===== src/rtl/imem_boot_loader_pkg.sv =====
// Shared types and constants for the instruction-memory boot loader.
// Optional checksum stage is enabled with IMEM_BOOT_LOADER_CHECKSUM_EN.
package imem_boot_loader_pkg;

    localparam int NUM_BANKS   = 4;
    localparam int SRAM_ADDR_W = 9;
    localparam int SRAM_DATA_W = 8;
    localparam int WORD_W      = NUM_BANKS * SRAM_DATA_W;

    typedef enum logic [2:0] {
        IDLE,
        LOAD,
        WRITE,
        CHECK,
        RUN,
        ERROR
    } state_t;

endpackage


===== src/rtl/imem_word_packer.sv =====
// Little-endian byte-to-word packer: four byte lanes filled in order 0..3,
// with a one-cycle word_valid pulse after lane 3 has been captured.
module imem_word_packer
    import imem_boot_loader_pkg::*;
(
    input  logic                                  clk,
    input  logic                                  rst,
    input  logic                                  byte_en,
    input  logic [SRAM_DATA_W-1:0]                byte_in,
    output logic [1:0]                            byte_cnt,
    output logic [NUM_BANKS-1:0][SRAM_DATA_W-1:0] word,
    output logic                                  word_valid
);

    // Capture accepted byte into the current lane; the lane counter wraps 3->0.
    always_ff @(posedge clk) begin
        if (rst) begin
            byte_cnt   <= '0;
            word       <= '0;
            word_valid <= 1'b0;
        end else begin
            word_valid <= byte_en && (byte_cnt == 2'd3);
            if (byte_en) begin
                word[byte_cnt] <= byte_in;
                byte_cnt       <= byte_cnt + 2'd1;
            end
        end
    end

endmodule


===== src/rtl/imem_boot_loader.sv =====
// Boot-time imem loader: packs a byte stream into 32-bit words, writes them
// across the four 512x8 banks (one byte lane per bank), holds the core in
// reset meanwhile, then hands the bank ports to the core fetch path.
// Define IMEM_BOOT_LOADER_CHECKSUM_EN to require a trailing 4-byte LE sum
// of all written words before releasing the core.
module imem_boot_loader
    import imem_boot_loader_pkg::*;
#(
    parameter int NUM_WORDS = 512
) (
    input  logic                   clk,
    input  logic                   rst,
    input  logic                   load_start,
    input  logic                   skip_load,
    input  logic                   in_valid,
    input  logic [SRAM_DATA_W-1:0] in_data,
    output logic                   in_ready,
    output logic                   core_rst,
    output logic                   done,
    output logic                   err,
    input  logic                   CEN_core  [0:NUM_BANKS-1],
    input  logic                   GWEN_core [0:NUM_BANKS-1],
    input  logic [SRAM_DATA_W-1:0] WEN_core  [0:NUM_BANKS-1],
    input  logic [SRAM_ADDR_W-1:0] A_core    [0:NUM_BANKS-1],
    input  logic [SRAM_DATA_W-1:0] D_core    [0:NUM_BANKS-1],
    output logic                   CEN_imem  [0:NUM_BANKS-1],
    output logic                   GWEN_imem [0:NUM_BANKS-1],
    output logic [SRAM_DATA_W-1:0] WEN_imem  [0:NUM_BANKS-1],
    output logic [SRAM_ADDR_W-1:0] A_imem    [0:NUM_BANKS-1],
    output logic [SRAM_DATA_W-1:0] D_imem    [0:NUM_BANKS-1]
);

    state_t                                state, state_nxt;
    logic   [SRAM_ADDR_W-1:0]              word_addr;
    logic   [1:0]                          byte_cnt;
    logic   [NUM_BANKS-1:0][SRAM_DATA_W-1:0] word;
    logic   [WORD_W-1:0]                   word_flat;
    logic                                  word_valid;
    logic                                  accept;
    logic                                  last_byte;
    logic                                  last_word;
    logic                                  wr_en;

    assign accept    = in_valid && in_ready;
    assign last_byte = accept && (byte_cnt == 2'd3);
    assign last_word = (word_addr == SRAM_ADDR_W'(NUM_WORDS - 1));
    assign word_flat = word;
    // The packer pulses word_valid exactly in the WRITE cycle; gating with it
    // keeps a write from ever firing on a half-filled word.
    assign wr_en     = (state == WRITE) && word_valid;

    imem_word_packer u_packer (
        .clk        (clk),
        .rst        (rst),
        .byte_en    (accept),
        .byte_in    (in_data),
        .byte_cnt   (byte_cnt),
        .word       (word),
        .word_valid (word_valid)
    );

`ifdef IMEM_BOOT_LOADER_CHECKSUM_EN
    logic [WORD_W-1:0] sum;
    logic              sum_ok;

    // Last checksum byte is still on in_data, so compare against it directly.
    assign sum_ok = ({in_data, word_flat[23:0]} == sum);

    // Running mod-2^32 sum of every word written to the banks.
    always_ff @(posedge clk) begin
        if (rst)        sum <= '0;
        else if (wr_en) sum <= sum + word_flat;
    end
`endif

    // State register.
    always_ff @(posedge clk) begin
        if (rst) state <= IDLE;
        else     state <= state_nxt;
    end

    // Next-state logic; RUN and ERROR are left only through rst.
    always_comb begin
        state_nxt = state;
        case (state)
            IDLE: begin
                if (load_start)     state_nxt = LOAD;
                else if (skip_load) state_nxt = RUN;
            end
            LOAD: begin
                if (last_byte) state_nxt = WRITE;
            end
            WRITE: begin
`ifdef IMEM_BOOT_LOADER_CHECKSUM_EN
                state_nxt = last_word ? CHECK : LOAD;
`else
                state_nxt = last_word ? RUN : LOAD;
`endif
            end
`ifdef IMEM_BOOT_LOADER_CHECKSUM_EN
            CHECK: begin
                if (last_byte) state_nxt = sum_ok ? RUN : ERROR;
            end
            ERROR: state_nxt = ERROR;
`endif
            RUN:     state_nxt = RUN;
            default: state_nxt = IDLE;
        endcase
    end

    // Word address advances after each write except the last.
    always_ff @(posedge clk) begin
        if (rst)                     word_addr <= '0;
        else if (wr_en && !last_word) word_addr <= word_addr + 1'b1;
    end

    // Status outputs and bank port mux: core pass-through in RUN, loader otherwise.
    always_comb begin
        in_ready = (state == LOAD) || (state == CHECK);
        core_rst = (state != RUN);
        done     = (state == RUN);
`ifdef IMEM_BOOT_LOADER_CHECKSUM_EN
        err      = (state == ERROR);
`else
        err      = 1'b0;
`endif
        for (int i = 0; i < NUM_BANKS; i++) begin
            if (state == RUN) begin
                CEN_imem[i]  = CEN_core[i];
                GWEN_imem[i] = GWEN_core[i];
                WEN_imem[i]  = WEN_core[i];
                A_imem[i]    = A_core[i];
                D_imem[i]    = D_core[i];
            end else begin
                CEN_imem[i]  = !wr_en;
                GWEN_imem[i] = !wr_en;
                WEN_imem[i]  = wr_en ? '0 : '1;
                A_imem[i]    = word_addr;
                D_imem[i]    = word[i];
            end
        end
    end

endmodule


===== config.mk =====
export PLATFORM = sky130hd
export DESIGN_NAME = imem_boot_loader
export DESIGN_NICKNAME = d
export VERILOG_FILES = /design/src/rtl/imem_boot_loader_pkg.sv /design/src/rtl/imem_word_packer.sv /design/src/rtl/imem_boot_loader.sv
export SDC_FILE = /design/constraint.sdc
export NUM_CORES = 1
export LEC_CHECK = 0
export CORE_AREA = 2 2 90 92
export CTS_BUF_LIST = sky130_fd_sc_hd__clkbuf_16
export DETAILED_ROUTE_END_ITERATION = 10
export DIE_AREA = 0 0 92 94
export DONT_BUFFER_PORTS = 1
export HOLD_SLACK_MARGIN = 0.02
export SETUP_SLACK_MARGIN = 0.02
export SKIP_CTS_REPAIR_TIMING = 1
export SYNTH_ARGS = -nofsm -noshare
export SYNTH_HDL_FRONTEND = slang
export SYNTH_HIERARCHICAL = 1
export SYNTH_SLANG_ARGS = --single-unit

===== constraint.sdc =====
create_clock -name clk -period 2.52 [get_ports clk]
set_clock_uncertainty 0.1 [all_clocks]
set_input_delay 0.378 -clock clk [delete_from_list [all_inputs] [get_ports clk]]
set_output_delay 0.378 -clock clk [all_outputs]
set_load 0.1 [all_outputs]

==> impl_results.md <==
* Status: complete, no violations
* Logic gate share of total power at 0.519
* Detail Route Antenna Nets at 0
* Hold Path Stages at 1
* Warnings, synthesis at 6
* DRC errors left at 0
* First-pass GRT wire length at 18200 um
* CTS tree: done
* Inserted Clock Buffers at 5
* Initial antenna violation count at 0
* Worst Setup End Kind: output pin
* Vias in the first global route at 3351
* Final setup fails at 0
* Diodes inserted at 0
* Vias at 3404
* Final worst slack at 0.119 ns
* Crit path DAT at 1.92 ns
* Clock sinks at 47
* Flop-to-flop setup slack at 0.59 ns
* Post-DP HPWL at 10000 um
* Psw at 1.46 mW
* Crit path kind: flip-flop to output pin
* Die area at 0.00865 sq mm
* Reg-to-Reg End: word_addr[7]
* Critical Path RT at 2.04 ns
* Pin count of the biggest net entering global routing at 56
* DR WL/cell at 19.8 um
* Max Slew Vio Count at 0
* Detailed Route Iter0 Violations at 190
* Total Routed Length at 12600 um
* Max-Cap Viols at 0
* Flop pwr share at 0.231
* DP Area at 0.00539 sq mm
* Die width at 92 um
* Clock Latency Late Sink at 0.28 ns
* Final Cell Area at 0.00562 sq mm
* Max FO, Critical Path at 42
* Fmax achieved at 416 MHz
* Syn_area_per_cell at 7.15 sq um
* Crit share post-route at 0.953
* Starting Density at 0.416
* Post-synthesis sequential area ratio at 0.297
* Tmin final at 2.40 ns
* Clock Pin Slew Worst Setup and Hold Paths at 0.06 ns
* GRT Overall Usage at 0.274
* Hold WS at 0.0707 ns
* Maximum VDD drop at 327 uV
* Die height at 94 um
* Worst Hold Launch: rst
* Core ar. at 0.00761 sq mm
* I/O Buffers at 0
* Hold WC Path Type: input pin to flip-flop
* I/O pin cnt at 233
* Worst r2r src: word_addr[3]
* Synthesized flop and latch total at 47
* Layout cells sized above 1 at 0.268
* Final Hold Vio Count at 0
* Overflow after GRT at 0
* Area delta synth->final at 77.5%
* FP Rows at 32
* Drt via density at 5.32
* Clock power frac at 0.250
* GP Congestion at 0.831
* Syn nets at 570
* Post-Syn Area at 0.00317 sq mm
* Switch share at 0.439
* WHS Endpoint: word_addr[7]
* Pleak at 2.75 nW
* Worst setup SP type: flip-flop
* Root buffer cell: clkbuf_16
* Pre-CTS setup slack at 0.268 ns
* Worst-case clock buffer depth at 2
* Internal power at 1.87 mW
* Reg2reg path depth at 8
* Layout Utilization at 0.738
* H-Tree Depth at 2
* Nets@finish at 664
* RSZ-0062 raised after global routing: yes
* Cells after Synth at 443
* PwrDens at 593 mW/mm^2
* Synth cell types at 37
* DRT Pass-1 Iters at 4
[per-layer routing]
metal / vias to the layer above / track usage / routed length [um]
met5: - / 0 / 0
met2: 189 / 0.471 / 6360
met1: 1600 / 0.333 / 5000
met4: 0 / 0.0784 / 232
li1: 1593 / - / -
met3: 22 / 0.0811 / 1050
[registers in the layout, indices dropped and copies added, names as in the netlist]
register             count
word_addr                9
u_packer/byte_cnt        2
u_packer/word_valid      1
u_packer/word           32
state                    3
[layout by cell type (no fill, tap or decap), types with 2 or more instances in the layout]
cell type / netlist / final
and3_1: 2 / 2
nand3_1: 3 / 3
buf_4: 1 / 3
xnor2_1: 2 / 2
xor2_1: 5 / 5
nand4_1: 2 / 2
nand2_1: 184 / 175
a21o_1: 40 / 40
mux2i_1: 36 / 36
nor2_1: 16 / 16
o21ai_0: 3 / 3
dfxtp_1: 47 / 46
bufinv_16: 0 / 2
clkbuf_16: 0 / 5
inv_1: 3 / 4
buf_12: 0 / 112
and2_4: 2 / 2
nand2b_1: 42 / 42
nand2_2: 2 / 11
nor3_1: 2 / 2
ha_1: 6 / 6
[final cells by class]
class | count | area, sq um
repair buffers | 116 | 2280
multi-input cells | 362 | 2050
fillers | 520 | 1990
flip-flops and latches | 47 | 942
well taps | 102 | 128
clock buffers | 5 | 125
clock inverters | 3 | 63.8
inverters | 4 | 27.5
repair inverters | 1 | 8.76
[worst max path at each step]
stage | end | slack (ns) | startpoint
global placement | A_imem[8] | 0.34 | state[1]
detailed placement | A_imem[17] | 0.27 | state[1]
finish | A_imem[17] | 0.12 | state[1]
CTS | A_imem[8] | -0.06 | state[1]
global route | A_imem[8] | 0.02 | state[1]
floorplan | D_imem[21] | 0.07 | state[1]
[synthesized netlist by cell type, drive strengths merged]
cell type	n	area, sq um
nand2	186	703
dfxtp	47	941
nand2b	43	277
a21o	40	300
mux2i	36	360
buf	19	141
nor2	16	60.1
clkbuf	11	41.3
ha	6	75.1
xor2	5	43.8
inv	4	20.0
and2	3	23.8
nand3	3	15.0
o21ai	3	15.0
and3	2	12.5
nand4	2	12.5
nor2b	2	15.0
nor3	2	10.0
xnor2	2	17.5
a21oi	1	5.00
a221oi	1	8.76
a22oi	1	7.51
a31o	1	8.76
a31oi	1	6.26
and2b	1	7.51
and3b	1	8.76
and4bb	1	12.5
conb	1	3.75
or2	1	6.26
or3	1	6.26
[power groups by stage]
stage | sequential (mW) | clock (mW) | combinational, mW
final | 0.770 | 0.834 | 1.73
after global routing | 0.772 | 0.876 | 1.77
after CTS | 0.769 | 0.847 | 1.72
after detailed placement | 0.786 | 0 | 1.71
after global placement | 0.784 | 0 | 1.70
after floorplan | 0.782 | 0 | 1.12
[stage by stage]
stage | power, mW | setup TNS [ns] | cells
3_5_place_dp | 2.50 | 0 | 631
4_1_cts | 3.33 | -0.399 | 639
3_3_place_gp | 2.48 | 0 | 631
6_report | 3.33 | 0 | 640
5_1_grt | 3.42 | 0 | 640
2_1_floorplan | 1.90 | 0 | 443
[worst max-delay path: stages, from the launching register on]
cell and delay, ns:
dfxtp_1 0.46, nand2b_4 0.19, or2_4 0.21, buf_12 0.23, nand2_1 0.19, nand2_1 0.16, buf_12 0.18
[cells by family after synthesis]
| logic type | count (synthesis) | synth area share |
|---|---|---|
| simple gates | 264 | 0.370 |
| compound gates | 48 | 0.111 |
| flops | 47 | 0.297 |
| mux | 36 | 0.114 |
| buf+inv | 34 | 0.0640 |
| xor+xnor | 7 | 0.0194 |
| fa+ha+maj | 6 | 0.0237 |
| other cells | 1 | 0.00118 |
Note: power is estimated with default switching activity, not from simulation.
